$ cat src/rtl/rapid_mmio_bridge.sv
// rapid_mmio_bridge: splits the CPU data port between synchronous data RAM and a small MMIO bank
// (GPIO, 64-bit machine timer with compare IRQ, optional UART TX built when RAPID_MMIO_UART_EN is defined).
module rapid_mmio_bridge #(
  parameter int GPIO_W         = 32,
  parameter int TIMER_PRESCALE = 1,
  parameter int CLKS_PER_BIT   = 868
) (
  input  logic              i_clk,
  input  logic              i_reset_n,
  input  logic [31:0]       i_mmu_address,
  input  logic [31:0]       i_mmu_wdata,
  input  logic [3:0]        i_mmu_we,
  output logic [31:0]       o_mmu_rdata,
  output logic [31:0]       o_ram_address,
  output logic [31:0]       o_ram_wdata,
  output logic [3:0]        o_ram_we,
  input  logic [31:0]       i_ram_rdata,
  input  logic [GPIO_W-1:0] i_gpio_in,
  output logic [GPIO_W-1:0] o_gpio_out,
  output logic              o_timer_irq,
  output logic              o_uart_tx
);

  localparam logic [5:0] OFF_GPIO_OUT = 6'd0;
  localparam logic [5:0] OFF_GPIO_IN  = 6'd1;
  localparam logic [5:0] OFF_MTIME_LO = 6'd2;
  localparam logic [5:0] OFF_MTIME_HI = 6'd3;
  localparam logic [5:0] OFF_CMP_LO   = 6'd4;
  localparam logic [5:0] OFF_CMP_HI   = 6'd5;
  localparam logic [5:0] OFF_CTRL     = 6'd6;
  localparam logic [5:0] OFF_UART     = 6'd7;
  localparam logic [31:0] PRESCALE_LAST = 32'(TIMER_PRESCALE - 1);

  function automatic logic [31:0] merge_be(input logic [31:0] old_val, input logic [31:0] new_val,
                                           input logic [3:0] be);
    logic [31:0] res;
    for (int i = 0; i < 4; i++) begin
      res[8*i +: 8] = be[i] ? new_val[8*i +: 8] : old_val[8*i +: 8];
    end
    return res;
  endfunction

  logic              sel_mmio_s;
  logic [5:0]        off_s;
  logic              wr_s;
  logic              rd_s;
  logic [31:0]       rd_data_s;
  logic [31:0]       gpio_out_ext_s;
  logic [31:0]       gpio_in_ext_s;
  logic [31:0]       gpio_merged_s;
  logic              tick_s;
  logic              cmp_hit_s;
  logic              w1c_s;
  logic              uart_busy_s;

  logic              sel_r;
  logic [31:0]       mmio_r;
  logic [GPIO_W-1:0] gpio_out_r;
  logic [GPIO_W-1:0] gpio_sync1_r;
  logic [GPIO_W-1:0] gpio_sync2_r;
  logic [63:0]       mtime_r;
  logic [63:0]       mtimecmp_r;
  logic [31:0]       shadow_r;
  logic [31:0]       presc_r;
  logic              en_r;
  logic              pend_r;
  logic              irq_r;

  assign sel_mmio_s    = i_mmu_address[31];
  assign off_s         = i_mmu_address[7:2];
  assign wr_s          = sel_mmio_s && (i_mmu_we != 4'd0);
  assign rd_s          = sel_mmio_s && (i_mmu_we == 4'd0);
  assign o_ram_address = i_mmu_address;
  assign o_ram_wdata   = i_mmu_wdata;
  assign o_ram_we      = sel_mmio_s ? 4'd0 : i_mmu_we;

  assign tick_s        = en_r && (presc_r == PRESCALE_LAST);
  assign cmp_hit_s     = en_r && (mtime_r >= mtimecmp_r);
  assign w1c_s         = wr_s && (off_s == OFF_CTRL) && i_mmu_we[0] && i_mmu_wdata[1];
  assign gpio_merged_s = merge_be(gpio_out_ext_s, i_mmu_wdata, i_mmu_we);

  // Zero-extend the GPIO registers to the 32-bit bus
  always_comb begin
    gpio_out_ext_s = 32'd0;
    gpio_in_ext_s  = 32'd0;
    gpio_out_ext_s[GPIO_W-1:0] = gpio_out_r;
    gpio_in_ext_s[GPIO_W-1:0]  = gpio_sync2_r;
  end

  // MMIO read mux for the currently addressed register
  always_comb begin
    rd_data_s = 32'd0;
    case (off_s)
      OFF_GPIO_OUT: rd_data_s = gpio_out_ext_s;
      OFF_GPIO_IN:  rd_data_s = gpio_in_ext_s;
      OFF_MTIME_LO: rd_data_s = mtime_r[31:0];
      OFF_MTIME_HI: rd_data_s = shadow_r;
      OFF_CMP_LO:   rd_data_s = mtimecmp_r[31:0];
      OFF_CMP_HI:   rd_data_s = mtimecmp_r[63:32];
      OFF_CTRL:     rd_data_s = {30'd0, pend_r, en_r};
      OFF_UART:     rd_data_s = {31'd0, uart_busy_s};
      default:      rd_data_s = 32'd0;
    endcase
  end

  // Register bank, timer and interrupt state
  always_ff @(posedge i_clk) begin
    if (!i_reset_n) begin
      sel_r        <= 1'b1;  // selects the cleared mmio_r so the load bus reads 0 out of reset
      mmio_r       <= 32'd0;
      gpio_out_r   <= '0;
      gpio_sync1_r <= '0;
      gpio_sync2_r <= '0;
      mtime_r      <= 64'd0;
      mtimecmp_r   <= 64'hFFFF_FFFF_FFFF_FFFF;
      shadow_r     <= 32'd0;
      presc_r      <= 32'd0;
      en_r         <= 1'b0;
      pend_r       <= 1'b0;
      irq_r        <= 1'b0;
    end else begin
      sel_r        <= sel_mmio_s;
      mmio_r       <= sel_mmio_s ? rd_data_s : 32'd0;
      gpio_sync1_r <= i_gpio_in;
      gpio_sync2_r <= gpio_sync1_r;
      if (wr_s && (off_s == OFF_GPIO_OUT)) gpio_out_r <= gpio_merged_s[GPIO_W-1:0];
      if (rd_s && (off_s == OFF_MTIME_LO)) shadow_r <= mtime_r[63:32];
      if (en_r) presc_r <= tick_s ? 32'd0 : presc_r + 32'd1;
      // A CPU write to either mtime half drops the increment of that cycle
      if (wr_s && (off_s == OFF_MTIME_LO)) begin
        mtime_r[31:0] <= merge_be(mtime_r[31:0], i_mmu_wdata, i_mmu_we);
      end else if (wr_s && (off_s == OFF_MTIME_HI)) begin
        mtime_r[63:32] <= merge_be(mtime_r[63:32], i_mmu_wdata, i_mmu_we);
      end else if (tick_s) begin
        mtime_r <= mtime_r + 64'd1;
      end
      if (wr_s && (off_s == OFF_CMP_LO)) mtimecmp_r[31:0] <= merge_be(mtimecmp_r[31:0], i_mmu_wdata, i_mmu_we);
      if (wr_s && (off_s == OFF_CMP_HI)) mtimecmp_r[63:32] <= merge_be(mtimecmp_r[63:32], i_mmu_wdata, i_mmu_we);
      if (wr_s && (off_s == OFF_CTRL) && i_mmu_we[0]) en_r <= i_mmu_wdata[0];
      if (cmp_hit_s) begin
        pend_r <= 1'b1;
      end else if (w1c_s) begin
        pend_r <= 1'b0;
      end
      irq_r <= pend_r & en_r;
    end
  end

  assign o_mmu_rdata = sel_r ? mmio_r : i_ram_rdata;
  assign o_gpio_out  = gpio_out_r;
  assign o_timer_irq = irq_r;

`ifdef RAPID_MMIO_UART_EN
  typedef enum logic [1:0] {UART_IDLE, UART_START, UART_DATA, UART_STOP} uart_state_t;
  localparam logic [31:0] BIT_LAST = 32'(CLKS_PER_BIT - 1);

  uart_state_t uart_state_r;
  logic [31:0] uart_cnt_r;
  logic [2:0]  uart_bit_r;
  logic [7:0]  uart_shift_r;
  logic        uart_tx_r;
  logic        uart_load_s;
  logic        uart_bit_end_s;

  assign uart_busy_s    = (uart_state_r != UART_IDLE);
  assign uart_load_s    = wr_s && (off_s == OFF_UART) && i_mmu_we[0] && !uart_busy_s;
  assign uart_bit_end_s = (uart_cnt_r == BIT_LAST);

  // UART transmit FSM: start bit, 8 data bits LSB first, stop bit
  always_ff @(posedge i_clk) begin
    if (!i_reset_n) begin
      uart_state_r <= UART_IDLE;
      uart_cnt_r   <= 32'd0;
      uart_bit_r   <= 3'd0;
      uart_shift_r <= 8'd0;
      uart_tx_r    <= 1'b1;
    end else begin
      case (uart_state_r)
        UART_IDLE: begin
          uart_cnt_r <= 32'd0;
          if (uart_load_s) begin
            uart_state_r <= UART_START;
            uart_shift_r <= i_mmu_wdata[7:0];
            uart_tx_r    <= 1'b0;
          end
        end
        UART_START: begin
          uart_cnt_r <= uart_bit_end_s ? 32'd0 : uart_cnt_r + 32'd1;
          if (uart_bit_end_s) begin
            uart_state_r <= UART_DATA;
            uart_bit_r   <= 3'd0;
            uart_tx_r    <= uart_shift_r[0];
          end
        end
        UART_DATA: begin
          uart_cnt_r <= uart_bit_end_s ? 32'd0 : uart_cnt_r + 32'd1;
          if (uart_bit_end_s) begin
            if (uart_bit_r == 3'd7) begin
              uart_state_r <= UART_STOP;
              uart_tx_r    <= 1'b1;
            end else begin
              uart_bit_r   <= uart_bit_r + 3'd1;
              uart_shift_r <= {1'b0, uart_shift_r[7:1]};
              uart_tx_r    <= uart_shift_r[1];
            end
          end
        end
        UART_STOP: begin
          uart_cnt_r <= uart_bit_end_s ? 32'd0 : uart_cnt_r + 32'd1;
          if (uart_bit_end_s) uart_state_r <= UART_IDLE;
        end
        default: begin
          uart_state_r <= UART_IDLE;
          uart_tx_r    <= 1'b1;
        end
      endcase
    end
  end

  assign o_uart_tx = uart_tx_r;
`else
  assign uart_busy_s = 1'b0;
  assign o_uart_tx   = 1'b1;
`endif

endmodule

$ cat config.mk
export PLATFORM = sky130hd
export DESIGN_NAME = rapid_mmio_bridge
export DESIGN_NICKNAME = d
export VERILOG_FILES = /design/src/rtl/rapid_mmio_bridge.sv
export SDC_FILE = /design/constraint.sdc
export NUM_CORES = 1
export LEC_CHECK = 0
export CAP_MARGIN = 20
export CORE_MARGIN = 2
export CORE_UTILIZATION = 45
export CTS_BUF_LIST = sky130_fd_sc_hd__clkbuf_8
export DETAILED_ROUTE_END_ITERATION = 10
export GPL_TIMING_DRIVEN = 0
export HOLD_SLACK_MARGIN = 0.1
export PLACE_DENSITY = 0.67
export SLEW_MARGIN = 25
export SYNTH_ARGS = -nofsm -noshare
export SYNTH_HDL_FRONTEND = slang
export SYNTH_SLANG_ARGS = --single-unit
$ cat constraint.sdc
create_clock -name i_clk -period 3.2 [get_ports i_clk]
set_input_delay 0.48 -clock i_clk [delete_from_list [all_inputs] [get_ports i_clk]]
set_output_delay 0.48 -clock i_clk [all_outputs]
set_load 0.02 [all_outputs]
# Word-level counts from Yosys, hierarchy flattened
# Index checks and enable logic that the tools add are counted.
[totals]
inputBits = 134
wordCells = 104
reg_bits = 324
[classes]
eq_ne = 15
reduce_logical = 41
n_lt_le_gt_ge = 1
add_sub_neg = 2
n_mux = 14
bitwise_logic = 2
[ops]
columns = ["cell", "n"]
rows = [
  ["$pmux 32 s7", 1],
  ["$mux 32", 5],
  ["$add 64x1->64 const B", 1],
  ["$ge 64x64->1", 1],
  ["$mux 64", 1],
  ["$add 32x1->32 const B", 1],
  ["$logic_not 32->1", 1],
  ["$mux 8", 4],
  ["$reduce_and 2->1", 13],
  ["$reduce_and 3->1", 8],
  ["$eq 6x3->1 const B", 3],
  ["$ne 2x2->1 const B", 9],
  ["$logic_and 1x1->1", 13],
  ["$eq 6x2->1 const B", 2],
  ["$eq 6x1->1 const B", 1],
  ["$logic_not 6->1", 1],
  ["$reduce_bool 2->1", 3],
  ["$logic_not 4->1", 1],
  ["$mux 4", 1],
  ["$reduce_bool 4->1", 1],
  ["$mux 1", 2],
  ["$and 1x1->1", 1],
  ["$not 1->1", 1],
]

# Logic depth before layout (Yosys ltp)
[logic_depth]
word_depth = 7
ltp_mapped = 11
mapped_depth_nobuf = 8

# Worst setup path after synthesis
# Ideal clock, no wire load.
[synth_path]
path_type = "input to register"
start = "input port i_mmu_we[0]"
end = "register mtime_r[11]"
arrival_time_ps = 2490
path_stages = 8
n_path_buf = 3
setup_time_ps = 119
slack_ps = 591
cell_sequence = "clkbuf_1 -> o41ai_1 -> nor3_2 -> nor3_1 -> buf_2 -> mux2i_2 -> buf_2 -> o221a_2"
[synth_via]
elab_chain_len = 5
[synth_rtl]
columns = ["item", "line", "rtl"]
rows = [
  ["start: declaration", "12", "input logic [3:0] i_mmu_we,"],
  ["$reduce_bool 4->1 *", "71", "assign wr_s = sel_mmio_s && (i_mmu_we != 4'd0);"],
  ["$logic_and 1x1->1 *", "71", ""],
  ["$logic_and 1x1->1 (on tied branches)", "130, 132", ""],
  ["$ne 2x2->1 (no line) / $reduce_bool 2->1 (equally long branches)", "--", ""],
  ["$reduce_and 3->1 (no line)", "--", ""],
  ["end signal: assignment", "131", "mtime_r[31:0] <= merge_be(mtime_r[31:0], i_mmu_wdata, i_mmu_we);"],
  ["end signal: assignment", "135", "mtime_r <= mtime_r + 64'd1;"],
  ["end: declaration", "61", "logic [63:0] mtime_r;"],
]
# Mark *: on every way between the ends. The rest lies on a longest branch, timed or not.
# A chain may end at the register's enable or synchronous reset.

# Final worst setup path
[layout_path]
start = "input port i_mmu_address[7]"
end = "register shadow_r[3]"
[layout_via]
elab_chain_len = 2
[layout_rtl]
columns = ["item", "line", "rtl"]
rows = [
  ["start: declaration", "10", "input logic [31:0] i_mmu_address,"],
  ["$eq 6x2->1", "127", "if (rd_s && (off_s == OFF_MTIME_LO)) shadow_r <= mtime_r[63:32];"],
  ["$logic_and 1x1->1", "127", ""],
  ["end signal: assignment", "127", ""],
  ["end: declaration", "63", "logic [31:0] shadow_r;"],
]
# Every way passes these cells.

==> metrics.txt <==
status complete, but fails checks; failing checks design-rule violations, negative setup slack; Syn Inst Count 1902; HP Class in -> reg; top-area cell type share of the netlist area 39.81%; total grt overflow 0; clk buf depth 3; Die Width 194.3 um; CTS buffer count 55; Design Power 9.239 mW; initial antenna violation count 1; Area after DPL 19260 um2; Final Worst Setup Slack -93.40 ps; gpl congestion 0.9983; endpoints failing hold 0; worst rel slew slack 26.39%; Routed Antenna Nets 0; P_leak 8.423 nW; Max-Cap Viols 0; # H-tree levels 2; total die area 37750 um2; Max Fclk 303.6 MHz; core region area 35660 um2; Die Y 194.3 um; design area 20650 um2; clock sinks 324; Final min period 3293 ps; synth top area cells dfxtp_1, ha_1, nand2_1; Syn-to-layout area delta 26.71%; Pwr Density 447.5 nW/um2; largest net degree at the start of global routing 15; most frequent CP cell clkbuf_1; Top Ports 268; RSZ-0062 raised after global routing yes; port bufs 235; post-DP HPWL 47.29 mm; drt via density 6.049; Root Buffer Master clkbuf_8; worst slack at placement -926.4 ps; Hold Slack 356.2 ps; wire per inst 23.92 um; Synth Flop Type dfxtp_1; Setup Crit Path Kind in -> reg; initial DRC count 1669; fin crit share 102.9%; post-synthesis sequential area ratio 39.81%; DR DRC count 15; Slowest-stage cell, CP nand3_1; final WL 64.62 mm; CTS clk-pin slew, worst paths 60 ps; Critical Path Source Type input port; ant diodes 0; crit path DAT 3790 ps; share of post-route cells with drive strength above 1 11.61%; CTS tree yes; largest area contributor in the netlist dfxtp_1; number of synthesized flops with an enable pin 0; Yosys reg bits 324; clk_skew 38.71 ps; vias post-DR 16340; Critical Path RT 3700 ps; worst-skew pair later-pin latency 660 ps; Yosys cell types 68; Post-Syn Nets 2103; Final setup viols 28; Synth warnings 0; # rows 69; Post-Syn Area 16290 um2; Initial Utilization 45.70%; hold_buf cts 0; Worst Path Max Fanout 10; peak supply drop 0.3161 mV; first-pass GRT wire length 95.38 mm; vias in the first global route 15470; overall routing resource usage 33.29%; Final nets 2396; slowest stage delay, CP 670 ps; syn avg cell area 8.567 um2; Async S/R FF share, synth 0%; type of destination of the critical path flop; Max Slew Vio Count 0; worst-margin pin slew 1096 ps; worst path cell trace clkdlybuf4s50_1, or4_1, clkbuf_1, nor2_2, nand3_1, clkbuf_1, nand2_1, a21oi_1; Pre-Repair DR Iteration Count 10
metrics by stage:
stage	setup TNS [ps]	std cells	utilization, %
2_1_floorplan	0	1902	-
3_3_place_gp	-130100	2598	53.91
3_5_place_dp	-119670	2599	54.02
4_1_cts	0	2699	57.77
5_1_grt	-1711	2701	57.91
6_report	-1237	2701	57.91
per-layer routing:
layer	global-route usage, %	vias to the layer above	wire length (um)
li1	-	7441	-
met1	44.56	7825	26900
met2	51.24	907	28480
met3	6.906	164	6266
met4	16.13	0	2969
met5	0	-	0
Yosys cell counts, drive strengths merged, types with 5 or more instances:
| master | n |
|---|---|
| dfxtp | 324 |
| nand2 | 208 |
| nor2 | 133 |
| a21oi | 131 |
| clkbuf | 100 |
| a22oi | 94 |
| buf | 91 |
| and2 | 77 |
| mux2i | 75 |
| inv | 69 |
| ha | 67 |
| nand3 | 65 |
| nand4 | 47 |
| a31oi | 41 |
| o211ai | 38 |
| o21ai | 38 |
| mux2 | 32 |
| nor3 | 30 |
| and3 | 23 |
| xor2 | 23 |
| and4 | 21 |
| nor4 | 21 |
| o221a | 21 |
| o22ai | 12 |
| o32ai | 12 |
| nor2b | 11 |
| o21a | 10 |
| o31a | 8 |
| a41oi | 6 |
| xnor2 | 6 |
| a32oi | 5 |
| nand2b | 5 |
| or3 | 5 |
worst max-delay path, delay by kind of cell:
| kind | cells | cell delay, ps |
|---|---|---|
| AND/OR/NAND/NOR | 4 | 1940 |
| buffers and inverters | 3 | 1270 |
| AO/OA/AOI/OAI | 1 | 90 |
kinds of logic (layout without fill, tap and decap cells):
| kind of cell | Yosys count | after routing | share of synthesized area [%] |
|---|---|---|---|
| flip-flops | 324 | 324 | 39.81 |
| AND/OR/NAND/NOR | 658 | 658 | 19.98 |
| AO/OA/AOI/OAI | 455 | 455 | 18.97 |
| XOR/XNOR | 29 | 29 | 1.559 |
| other | 1 | 1 | 0.02301 |
| multiplexers | 107 | 107 | 6.888 |
| buffers and inverters | 261 | 599 | 7.633 |
| adder cells (fa/ha/maj) | 67 | 67 | 5.145 |
report_power, final:
| group | switching (mW) | internal, mW | total, mW |
|---|---|---|---|
| sequential | 0.0262 | 4.08 | 4.11 |
| clock | 1.76 | 2.63 | 4.40 |
| combinational | 0.399 | 0.338 | 0.736 |
sequential cells by signal, indices dropped and copies added (netlist names):
signal	count
sel_r	1
mtime_r	64
o_timer_irq	1
en_r	1
gpio_sync1_r	32
presc_r	32
shadow_r	32
o_gpio_out	32
gpio_in_ext_s	32
mtimecmp_r	64
pend_r	1
mmio_r	32
cell usage in the layout (no fill, tap or decap), types with 9 or more instances in the layout:
cell type,n
buf_4,68
o32ai_1,12
nand2_1,208
a22oi_1,94
buf_2,18
o21ai_0,34
nand3_1,63
xor2_1,23
a31oi_1,41
nor2b_1,11
buf_1,9
and2_1,77
mux2_2,32
o21a_1,10
clkbuf_1,89
o221a_2,21
nor3_1,24
a21oi_1,131
clkbuf_8,71
and3_1,23
nand4_1,47
clkinv_2,9
dfxtp_1,322
o211ai_1,38
ha_1,67
nor4_1,17
clkdlybuf4s50_1,234
o22ai_1,12
mux2i_1,72
inv_1,83
nor2_1,131
and4_1,18
area by class of cell:
cell class,count,area (um2)
Buffer,189,992.2
Fill cell,3300,15010
Multi-Input combinational cell,1317,8638
Clock inverter,31,337.8
Tap cell,461,576.8
Inverter,70,262.8
Sequential cell,324,6489
Timing Repair Buffer,238,2374
Clock buffer,71,977.2
what timing repair did:
action,4_1_cts,5_1_grt
setup buffers,0,2
pin swaps,1,1
gates cloned,0,0
resized for setup,14,10
endpoints found under the hold margin,0,0
endpoints found under the setup margin,116,87
path summary, 6_finish.rpt:
kind	startpoint	endpoint	slack (ps)	depth (start not counted)
max	i_mmu_address[7]	shadow_r[3]	-90	8
min reg2reg	gpio_sync1_r[31]	gpio_in_ext_s[31]	430	1
max reg2reg	mtime_r[12]	mtime_r[63]	70	7
min	i_mmu_we[0]	mtime_r[0]	360	3
Note: power is estimated with default switching activity, not from simulation.
